File: config.mk
export PLATFORM = sky130hd
export DESIGN_NAME = decode_queue
export DESIGN_NICKNAME = d
export VERILOG_FILES = /design/src/rtl/decode_pkg.sv /design/src/rtl/insn_field_decode.sv /design/src/rtl/decode_queue.sv
export SDC_FILE = /design/constraint.sdc
export NUM_CORES = 1
export LEC_CHECK = 0
export BUFFER_PORTS_ARGS = -buffer_cell sky130_fd_sc_hd__buf_2
export CAP_MARGIN = 20
export CORE_AREA = 2 2 227 207
export CTS_CLUSTER_SIZE = 10
export DETAILED_ROUTE_END_ITERATION = 8
export DIE_AREA = 0 0 229 209
export PLACE_DENSITY = 0.42
export SLEW_MARGIN = 25
export SYNTH_ARGS = -nofsm -noshare
export SYNTH_HDL_FRONTEND = slang
export SYNTH_SLANG_ARGS = --single-unit
File: constraint.sdc
create_clock -name clk -period 8.65 [get_ports clk]
set_input_delay 1.73 -clock clk [delete_from_list [all_inputs] [get_ports clk]]
set_output_delay 1.73 -clock clk [all_outputs]
set_load 0.02 [all_outputs]
File: src/rtl/decode_pkg.sv
// Shared opcode constants, field positions and decoded-field types for the
// fetch-to-decode stage of the 5-bit-opcode, 32-bit-instruction core.
package decode_pkg;

  localparam logic [4:0] OP_ADD  = 5'b00000;
  localparam logic [4:0] OP_ADDI = 5'b00101;
  localparam logic [4:0] OP_LW   = 5'b01000;
  localparam logic [4:0] OP_SW   = 5'b00111;
  localparam logic [4:0] OP_JAL  = 5'b00011;
  localparam logic [4:0] OP_SETX = 5'b10101;
  localparam logic [4:0] OP_BNE  = 5'b00010;
  localparam logic [4:0] OP_BLT  = 5'b00110;
  localparam logic [4:0] OP_JR   = 5'b00100;

  localparam int FIELD_W    = 5;
  localparam int OPCODE_LSB = 27;
  localparam int RD_LSB     = 22;
  localparam int RS_LSB     = 17;
  localparam int RT_LSB     = 12;
  localparam int SHAMT_LSB  = 7;
  localparam int ALUOP_LSB  = 2;
  localparam int IMM_MSB    = 16;

  typedef struct packed {
    logic [4:0]  opcode;
    logic [4:0]  rd;
    logic [4:0]  rs;
    logic [4:0]  rt;
    logic [4:0]  shamt;
    logic [4:0]  aluop;
    logic [31:0] immediate;
    logic        we;
    logic        mwen;
    logic        lw;
  } decoded_t;

  typedef struct packed {
    logic rd;
    logic rs;
    logic rt;
  } read_set_t;

endpackage

File: src/rtl/insn_field_decode.sv
// Purely combinational split of one instruction word into fields, write
// controls and the set of source registers the instruction reads.
module insn_field_decode
  import decode_pkg::*;
#(
  parameter int ADDR_W = 12
) (
  input  logic [31:0]       ins_i,
  output decoded_t          fields_o,
  output read_set_t         reads_o,
  output logic [ADDR_W-1:0] target_o
);

  logic [4:0] op;
  assign op       = ins_i[OPCODE_LSB +: FIELD_W];
  assign target_o = ins_i[ADDR_W-1:0];

  // NOTE: every output of a combinational block gets a default first, so no
  // path through the case statement can leave a value held (latch).
  always_comb begin
    fields_o           = '0;
    reads_o            = '0;
    fields_o.opcode    = op;
    fields_o.rd        = ins_i[RD_LSB    +: FIELD_W];
    fields_o.rs        = ins_i[RS_LSB    +: FIELD_W];
    fields_o.rt        = ins_i[RT_LSB    +: FIELD_W];
    fields_o.shamt     = ins_i[SHAMT_LSB +: FIELD_W];
    fields_o.aluop     = ins_i[ALUOP_LSB +: FIELD_W];
    fields_o.immediate = {{(31 - IMM_MSB){ins_i[IMM_MSB]}}, ins_i[IMM_MSB:0]};
    fields_o.we        = (op == OP_ADD) || (op == OP_ADDI) || (op == OP_LW) ||
                         (op == OP_JAL) || (op == OP_SETX);
    fields_o.mwen      = (op == OP_SW);
    fields_o.lw        = (op == OP_LW);
    case (op)
      OP_ADD:                begin reads_o.rs = 1'b1; reads_o.rt = 1'b1; end
      OP_ADDI, OP_LW:        reads_o.rs = 1'b1;
      OP_SW, OP_BNE, OP_BLT: begin reads_o.rd = 1'b1; reads_o.rs = 1'b1; end
      OP_JR:                 reads_o.rd = 1'b1;
      default:               ;
    endcase
  end

endmodule

File: src/rtl/decode_queue.sv
// Fetch-to-decode stage: DEPTH-entry {pc, instruction} FIFO with fall-through,
// registered decoded output, one-bubble load-use interlock, flush, stall count.
module decode_queue
  import decode_pkg::*;
#(
  parameter  int ADDR_W = 12,
  parameter  int DEPTH  = 4,
  parameter  int CNT_W  = 16,
  localparam int PTR_W  = $clog2(DEPTH),
  localparam int OCC_W  = PTR_W + 1
) (
  input  logic              clk,
  input  logic              rst,
  input  logic              flush_i,
  input  logic              in_valid_i,
  output logic              in_ready_o,
  input  logic [ADDR_W-1:0] in_pc_i,
  input  logic [31:0]       in_ins_i,
  output logic              out_valid_o,
  input  logic              out_ready_i,
  output logic [ADDR_W-1:0] out_pc_o,
  output logic [4:0]        out_opcode_o,
  output logic [4:0]        out_rd_o,
  output logic [4:0]        out_rs_o,
  output logic [4:0]        out_rt_o,
  output logic [4:0]        out_shamt_o,
  output logic [4:0]        out_aluop_o,
  output logic [31:0]       out_immediate_o,
  output logic [ADDR_W-1:0] out_target_o,
  output logic              out_we_o,
  output logic              out_mwen_o,
  output logic              out_lw_o,
  output logic [OCC_W-1:0]  occupancy_o,
  output logic [CNT_W-1:0]  stall_count_o
);

  logic [ADDR_W-1:0] pc_mem  [DEPTH];
  logic [31:0]       ins_mem [DEPTH];
  logic [PTR_W-1:0]  wr_ptr_q, wr_ptr_d, rd_ptr_q, rd_ptr_d;
  logic [OCC_W-1:0]  count_q, count_d;
  logic [CNT_W-1:0]  stall_q, stall_d;
  logic              out_valid_q, out_valid_d;
  decoded_t          out_q;
  logic [ADDR_W-1:0] out_pc_q, out_target_q;

  logic              fifo_empty, push, consume, head_valid, hazard, load;
  logic              fifo_push, fifo_pop, head_match;
  logic [ADDR_W-1:0] head_pc, head_target;
  logic [31:0]       head_ins;
  decoded_t          head_fields;
  read_set_t         head_reads;

  assign fifo_empty = (count_q == '0);
  assign in_ready_o = (count_q < OCC_W'(DEPTH));
  assign push       = in_valid_i && in_ready_o && !flush_i;
  assign consume    = out_valid_q && out_ready_i && !flush_i;

  // With the FIFO empty, a word being pushed is the head and may load directly.
  assign head_valid = !fifo_empty || push;
  assign head_pc    = fifo_empty ? in_pc_i  : pc_mem[rd_ptr_q];
  assign head_ins   = fifo_empty ? in_ins_i : ins_mem[rd_ptr_q];

  insn_field_decode #(.ADDR_W(ADDR_W)) u_head_decode (
    .ins_i    (head_ins),
    .fields_o (head_fields),
    .reads_o  (head_reads),
    .target_o (head_target)
  );

  assign head_match = (head_reads.rd && head_fields.rd == out_q.rd) ||
                      (head_reads.rs && head_fields.rs == out_q.rs) ||
                      (head_reads.rt && head_fields.rt == out_q.rd) ||
                      (head_reads.rs && head_fields.rs == out_q.rd);
  assign hazard = consume && out_q.lw && (out_q.rd != '0) && head_valid &&
                  ((head_reads.rd && head_fields.rd == out_q.rd) ||
                   (head_reads.rs && head_fields.rs == out_q.rd) ||
                   (head_reads.rt && head_fields.rt == out_q.rd));
  assign load   = !flush_i && head_valid && (!out_valid_q || out_ready_i) && !hazard;

  assign fifo_push = push && !(fifo_empty && load);
  assign fifo_pop  = load && !fifo_empty;

  always_comb begin
    wr_ptr_d    = wr_ptr_q;
    rd_ptr_d    = rd_ptr_q;
    count_d     = count_q;
    stall_d     = stall_q;
    out_valid_d = out_valid_q;
    if (flush_i) begin
      wr_ptr_d    = '0;
      rd_ptr_d    = '0;
      count_d     = '0;
      out_valid_d = 1'b0;
    end else begin
      if (fifo_push) wr_ptr_d = wr_ptr_q + PTR_W'(1);
      if (fifo_pop)  rd_ptr_d = rd_ptr_q + PTR_W'(1);
      count_d = count_q + OCC_W'(fifo_push) - OCC_W'(fifo_pop);
      if (load)         out_valid_d = 1'b1;
      else if (consume) out_valid_d = 1'b0;
    end
    if (hazard && stall_q != '1) stall_d = stall_q + CNT_W'(1);
  end

  // NOTE: sequential state uses non-blocking assignments so every register
  // samples the pre-edge values regardless of statement order.
  always_ff @(posedge clk or posedge rst) begin
    if (rst) begin
      wr_ptr_q     <= '0;
      rd_ptr_q     <= '0;
      count_q      <= '0;
      stall_q      <= '0;
      out_valid_q  <= 1'b0;
      out_q        <= '0;
      out_pc_q     <= '0;
      out_target_q <= '0;
    end else begin
      wr_ptr_q    <= wr_ptr_d;
      rd_ptr_q    <= rd_ptr_d;
      count_q     <= count_d;
      stall_q     <= stall_d;
      out_valid_q <= out_valid_d;
      if (load) begin
        out_q        <= head_fields;
        out_pc_q     <= head_pc;
        out_target_q <= head_target;
      end
    end
  end

  // NOTE: storage is not reset; an entry is only read after it is written,
  // and leaving it out of reset keeps it a plain register file.
  always_ff @(posedge clk) begin
    if (fifo_push) begin
      pc_mem[wr_ptr_q]  <= in_pc_i;
      ins_mem[wr_ptr_q] <= in_ins_i;
    end
  end

  assign out_valid_o     = out_valid_q;
  assign out_pc_o        = out_pc_q;
  assign out_opcode_o    = out_q.opcode;
  assign out_rd_o        = out_q.rd;
  assign out_rs_o        = out_q.rs;
  assign out_rt_o        = out_q.rt;
  assign out_shamt_o     = out_q.shamt;
  assign out_aluop_o     = out_q.aluop;
  assign out_immediate_o = out_q.immediate;
  assign out_target_o    = out_target_q;
  assign out_we_o        = out_q.we;
  assign out_mwen_o      = out_q.mwen;
  assign out_lw_o        = out_q.lw;
  assign occupancy_o     = count_q;
  assign stall_count_o   = stall_q;

endmodule
==> impl_metrics.env, run 1 <==
export IMPL_fin_crit_ps=4750
export IMPL_p_leak_nw=4.84
export IMPL_antenna_found_initial=2
export IMPL_placed_cells=1399
export IMPL_cp_data_required_time_ps=8850
export IMPL_crit_fanout=27
export IMPL_die_w_um=229
export IMPL_critPathMaxStageDelay_ps=830
export IMPL_first_pass_iters=4
export IMPL_ys_types=49
export IMPL_synth_edf_count=176
export IMPL_top_layer_used="met5"
export IMPL_fin_util_pct=28.0
export IMPL_grt_pass1_wl_um=41200
export IMPL_place_gp_congestion=0.733
export IMPL_cts_resized=0
export IMPL_p_comb_share_pct=36.4
export IMPL_ys_warn_count=0
export IMPL_yosys_area_top_type_share_pct=49.0
export IMPL_synth_cells=691
export IMPL_drtAntennaViolNets=0
export IMPL_cp_end_kind="register"
export IMPL_cts_root_buf="clkbuf_16"
export IMPL_grt_ovfl_total=0
export IMPL_synthTopCellsByArea="edfxtp_1 (49%), dfrtp_1 (16%), mux4_2 (9.2%)"
export IMPL_finalMaxSlewViolations=0
export IMPL_hold_viol=0
export IMPL_critPathKind="reg2reg"
export IMPL_mappedNetlistArea_sq_um=10800
export IMPL_worstMarginPinSlew_ps=943
export IMPL_pwr_share_seq_pct=37.8
export IMPL_period_share_pct=54.9
export IMPL_dpl_worst_slack_ps=3590
export IMPL_drt_iter0_drc=276
export IMPL_core_area_sq_um=45800
export IMPL_syn_to_final_growth_pct=18.8
export IMPL_powerDensity_nw_per_um2=339
export IMPL_layout_cells_non_filler=1454
export IMPL_place_hpwl_um=17900
export IMPL_synth_avg_cell_area_sq_um=15.6
export IMPL_r2r_slack_ps=3900
export IMPL_cp_slowest_cell="dfrtp_4"
export IMPL_max_freq_mhz=210
export IMPL_ys_seq_area_share_pct=65.5
export IMPL_synth_top_area_cell="edfxtp_1"
export IMPL_grt_max_degree=49
export IMPL_crit_path_start_kind="register"
export IMPL_postSynth_asyncResetShare_pct=28.7
export IMPL_rows=75
export IMPL_grt_pass1_vias=6247
export IMPL_cts_buffers_inserted=29
export IMPL_clk_path_buf_depth=3
export IMPL_tns_ps=0
export IMPL_clock_sinks=247
export IMPL_via_per_inst=4.14
export IMPL_vias=6015
export IMPL_drive_gt1_share_pct=36.4
export IMPL_clkTransAtPathRegs_ps=60
export IMPL_p_int_w=0.00273
export IMPL_p_sw_w=0.00161
export IMPL_cts_tree="built"
export IMPL_ys_ff_latch=247
export IMPL_die_area_sq_um=47900
export IMPL_maxCapViolations=0
export IMPL_wl_per_cell_um=19.0
export IMPL_initial_core_util_pct=23.5
export IMPL_routed_wl_um=27600
export IMPL_clock_latency_ps=560
export IMPL_skew_ps=16.4
export IMPL_critPathArrivalTime_ps=4950
export IMPL_swShare_pct=37.1
export IMPL_antenna_cells=0
export IMPL_drt_met1_wl_um=13000
export IMPL_peakVddDrop_mv=0.136
export IMPL_drcViolationCount=0
export IMPL_power_share_clock_pct=25.8
export IMPL_grt_usage_pct=11.4
export IMPL_synth_main_ff_cell="edfxtp_1"
export IMPL_layout_setup_ws_ps=3900
export IMPL_hold_path_class="reg2reg"
export IMPL_met3_length_um=1580
export IMPL_post_cts_setup_buffers=0
export IMPL_rsz0062_at_grt="false"
export IMPL_portBuffers=158
export IMPL_die_h_um=209
export IMPL_postCtsHoldBufs=0
export IMPL_maxSlewHeadroom_pct=37.0
export IMPL_syn_nets=748
export IMPL_io_pins=159
export IMPL_status="completed"
export IMPL_met2_length_um=12600
export IMPL_crit_chain="buf_12 > mux4_2 > mux2i_1 > xnor2_1 > nor4_4 > nand3_2 > nand4_4 > o21a_1 > and3_2 > buf_4"
export IMPL_htreeDepth=1
export IMPL_setup_viol=0
export IMPL_num_nets_final=872
[cells in the final DEF, fill, tap and decap left out, types with 3 or more instances in the layout]
| master | instances |
|---|---|
| nand2_1 | 90 |
| and4_1 | 3 |
| and3_2 | 4 |
| nand4_1 | 10 |
| nor3_1 | 3 |
| nor2_1 | 25 |
| a21oi_1 | 5 |
| buf_4 | 10 |
| xnor2_1 | 35 |
| mux4_2 | 44 |
| nor4_1 | 4 |
| clkbuf_1 | 21 |
| buf_2 | 158 |
| nand3_1 | 13 |
| o21ai_0 | 6 |
| mux2_2 | 32 |
| dfrtp_1 | 69 |
| ha_1 | 7 |
| and3_1 | 4 |
| mux2i_1 | 17 |
| clkbuf_16 | 29 |
| edfxtp_1 | 176 |
| or3_1 | 3 |
| mux2_4 | 10 |
| xor2_1 | 5 |
| inv_1 | 18 |
[synth_stat cells (13+ instances only)]
cell      count
xnor2_1      35
nand2_1      90
nand3_1      13
mux2_2       32
inv_1        19
mux2i_1      17
clkbuf_1     15
nor2_1       25
mux4_2       44
buf_4        45
edfxtp_1    176
dfrtp_1      71
[worst max-delay path: cells and delay by family (launching register included)]
family                    cells  cell delay (ps)
DFF                           1              830
AOI/OAI and AO/OA             1              270
muxes                         2              920
xor gates and xnor gates      1              180
buffers and inverters         2              810
and+or+nand+nor               4             1340
[metrics by stage]
| stage | power, W | hold WS (ps) | instance area (sq um) |
|---|---|---|---|
| final | 0.00434 | 482 | 12800 |
| after global routing | 0.00461 | 518 | 12800 |
| after CTS | 0.00443 | 495 | 12800 |
| after detailed placement | 0.00328 | 486 | 11900 |
| after global placement | 0.00329 | 479 | 11900 |
| after floorplan | 0.00286 | 577 | 10800 |
[state kept, by name, indices dropped and copies added (netlist names), 3 cells and up]
name and flops:
ins_mem 128, pc_mem 48, stall_count_o 16, out_pc_o 12, out_opcode_o 5, out_rd_o 5
out_rs_o 5, out_rt_o 5, out_aluop_o 4, out_immediate_o 4, out_shamt_o 4, occupancy_o 3
[kinds of logic (layout without fill, tap and decap cells)]
logic type / count (synthesis) / in the layout / synth area share, %
flip-flops: 247 / 247 / 65.5
AND/OR/NAND/NOR: 172 / 172 / 7.56
multiplexers: 106 / 106 / 16.0
buffers and inverters: 95 / 242 / 5.29
XOR/XNOR: 40 / 40 / 3.25
AO/OA/AOI/OAI: 23 / 23 / 1.45
adder cells (fa/ha/maj): 8 / 8 / 0.998
[per-layer routing]
metal | GRT usage (%) | up-vias
li1 | - | 2761
met1 | 15.9 | 3056
met2 | 18.0 | 153
met3 | 3.06 | 41
met4 | 2.26 | 4
met5 | 0 | -
[power groups by stage]
stage	combinational (W)	sequential [W]	clock [W]
after detailed placement	0.00158	0.00170	0
after CTS	0.00159	0.00168	0.00116
final	0.00158	0.00164	0.00112
after floorplan	0.00116	0.00171	0
after global placement	0.00160	0.00170	0
after global routing	0.00173	0.00167	0.00121
[area by class of cell]
class	count	area [sq um]
Clock inverter	2	16.3
Fill cell	4743	33000
Tap cell	616	771
Clock buffer	52	832
Inverter	19	73.8
Timing Repair Buffer	169	886
Sequential cell	247	7070
Multi-Input combinational cell	349	3170
[final timing paths]
kind / start / endpoint / depth (start not counted)
min in group asynchronous: rst / out_rt_o[2]$_DFFE_PP0N_ / 2
setup reg to reg: rd_ptr_q[0]$_DFFE_PP0P_ / pc_mem[0][3]$_DFFE_PP_ / 10
setup / recovery: rd_ptr_q[0]$_DFFE_PP0P_ / pc_mem[0][3]$_DFFE_PP_ / 10
hold / removal: stall_count_o[7]$_DFFE_PP0P_ / stall_count_o[7]$_DFFE_PP0P_ / 1
max in group asynchronous: rst / rd_ptr_q[0]$_DFFE_PP0P_ / 3
hold reg to reg: stall_count_o[7]$_DFFE_PP0P_ / stall_count_o[7]$_DFFE_PP0P_ / 1
Power figures use the tool's default switching activity.
==> inputs of run 2 (changes only) <==
Clock period 8.65 ns to 4.7 ns, I/O delays scaled along.
==> run 2 against run 1 <==
Clock skew down 2.2 ps; non-clock buffer count up 9; clock-buffer cell count up 1; die area unchanged; via count up 0.45%; global-route usage up 0.059 points; combinational power up 85%; setup slack worse by 3500 ps; largest power group unchanged.
==> impl_metrics.env, run 2 (same netlist as run 1, synthesis figures left out) <==
export IMPL_hold_path_class="in2async"
export IMPL_die_area_sq_um=47900
export IMPL_hold_viol=0
export IMPL_crit_chain="or3_2 > nand2_1 > or3_1 > o311ai_0 > nand4b_1 > nand4_4 > o21a_1 > nand2_1 > ha_1 > inv_1 > ha_1 > inv_1 > fa_1 > xor2_1 > xnor2_1 > nor2_1"
export IMPL_grt_pass1_wl_um=41200
export IMPL_tns_ps=0
export IMPL_postCtsHoldBufs=0
export IMPL_worstMarginPinSlew_ps=820
export IMPL_critPathArrivalTime_ps=4730
export IMPL_fin_crit_ps=4290
export IMPL_final_common_cell="edfxtp_1"
export IMPL_largest_reg_flops=128
export IMPL_top_layer_used="met5"
export IMPL_routed_wl_um=27700
export IMPL_clk_path_buf_depth=3
export IMPL_status="completed"
export IMPL_vias=6042
export IMPL_first_pass_iters=4
export IMPL_grt_pass1_vias=6193
export IMPL_antenna_found_initial=4
export IMPL_met2_length_um=12600
export IMPL_peakVddDrop_mv=0.292
export IMPL_core_area_sq_um=45800
export IMPL_rsz0062_at_grt="false"
export IMPL_met3_length_um=1370
export IMPL_placed_cell_area_sq_um=12000
export IMPL_placed_cells=1409
export IMPL_drive_gt1_share_pct=37.3
export IMPL_via_per_inst=4.12
export IMPL_critPathKind="reg2reg"
export IMPL_clock_latency_ps=560
export IMPL_io_pins=159
export IMPL_grt_max_degree=44
export IMPL_grt_ovfl_total=0
export IMPL_cp_slowest_cell="or3_2"
export IMPL_critPathMaxStageDelay_ps=870
export IMPL_cp_end_kind="register"
export IMPL_regMostFlops="ins_mem"
export IMPL_period_share_pct=91.4
export IMPL_htreeDepth=1
export IMPL_clkTransAtPathRegs_ps=60
export IMPL_die_w_um=229
export IMPL_skew_ps=14.2
export IMPL_setup_viol=0
export IMPL_drtAntennaViolNets=0
export IMPL_cts_root_buf="clkbuf_16"
export IMPL_num_nets_final=882
export IMPL_rows=75
export IMPL_powerDensity_nw_per_um2=628
export IMPL_wl_per_cell_um=18.9
export IMPL_crit_fanout=26
export IMPL_layout_setup_ws_ps=405
export IMPL_cts_tree="built"
export IMPL_crit_path_start_kind="register"
export IMPL_grt_usage_pct=11.5
export IMPL_cp_data_required_time_ps=5140
export IMPL_initial_core_util_pct=23.5
export IMPL_dpl_worst_slack_ps=358
export IMPL_drcViolationCount=0
export IMPL_maxCapViolations=0
export IMPL_layout_cells_non_filler=1466
export IMPL_maxSlewHeadroom_pct=44.6
export IMPL_place_gp_congestion=0.715
export IMPL_fillCellCount=4721
export IMPL_place_hpwl_um=18000
export IMPL_fin_util_pct=28.4
export IMPL_syn_to_final_growth_pct=20.4
export IMPL_drt_met1_wl_um=13000
export IMPL_p_leak_nw=4.93
export IMPL_cts_resized=0
export IMPL_finalInstanceArea_sq_um=13000
export IMPL_die_h_um=209
export IMPL_clock_sinks=247
export IMPL_post_cts_setup_buffers=0
export IMPL_max_freq_mhz=233
export IMPL_cts_buffers_inserted=30
export IMPL_drt_iter0_drc=303
export IMPL_portBuffers=158
export IMPL_final_cell_mix="edfxtp_1 (176), buf_2 (158), nand2_1 (90)"
export IMPL_finalMaxSlewViolations=0
==> run 2: changes by cell type in the layout (fill, tap and decap cells not counted) <==
cell,before,now
buf_12,1,2
clkinv_8,0,1
clkinv_4,0,1
inv_6,1,0
clkbuf_16,29,31
bufinv_16,0,1
clkbuf_1,21,20
buf_4,10,18
clkinvlp_4,1,0
diode_2,0,1
==> run 2: layer usage <==
| layer | GRT usage (%) | vias up |
|---|---|---|
| met4 | 2.55 | 6 |
| met1 | 16.2 | 3059 |
| met3 | 2.63 | 40 |
| met2 | 18.0 | 147 |
| met5 | 0 | - |
| li1 | - | 2790 |
==> run 2: critical path, delay by kind of cell, from the launching register on <==
kind            cells  cell delay [ps]
buf+inv             2              110
flops               1              450
fa+ha+maj           3              770
simple gates        7             1990
compound gates      2              490
xor+xnor            2              310
==> run 2: layout make-up <==
type	instances	area (sq um)	share of cell area, %
sequential	247	7070	54.4
timing repair buffer	178	966	7.44
clock buffer	53	878	6.76
clock inverter	3	55.1	0.424
multi-input combinational	349	3170	24.4
tap	616	771	5.94
inverter	19	73.8	0.569
antenna	1	2.50	0.0193
==> run 2: path summary, 6_finish.rpt <==
kind                                         startpoint                            to  slack, ps  cells after the start
hold reg to reg            stall_count_o[7]$_DFFE_PP0P_  stall_count_o[7]$_DFFE_PP0P_        490                      1
hold / removal                                      rst  stall_count_o[0]$_DFFE_PP0P_        480                      2
setup reg to reg               occupancy_o[1]$_DFF_PP0_      occupancy_o[2]$_DFF_PP0_        410                     16
max in group asynchronous                           rst       rd_ptr_q[0]$_DFFE_PP0P_       3270                      3
setup / recovery               occupancy_o[1]$_DFF_PP0_      occupancy_o[2]$_DFF_PP0_        410                     16
min in group clk           stall_count_o[7]$_DFFE_PP0P_  stall_count_o[7]$_DFFE_PP0P_        490                      1
==> run 2: report_power, final <==
part	internal (W)	switching, W	leakage [nW]	total, W
Sequential	0.00266	0.000355	2.47	0.00302
Clock	0.00131	0.000893	0.445	0.00220
Combinational	0.00120	0.00173	2.01	0.00293
==> run 2: stage by stage <==
stage          power (W)  hold slack, ps
4_1_cts          0.00832             495
5_1_grt          0.00866             519
2_1_floorplan    0.00527             577
3_5_place_dp     0.00606             487
6_report         0.00815             479
3_3_place_gp     0.00607             474
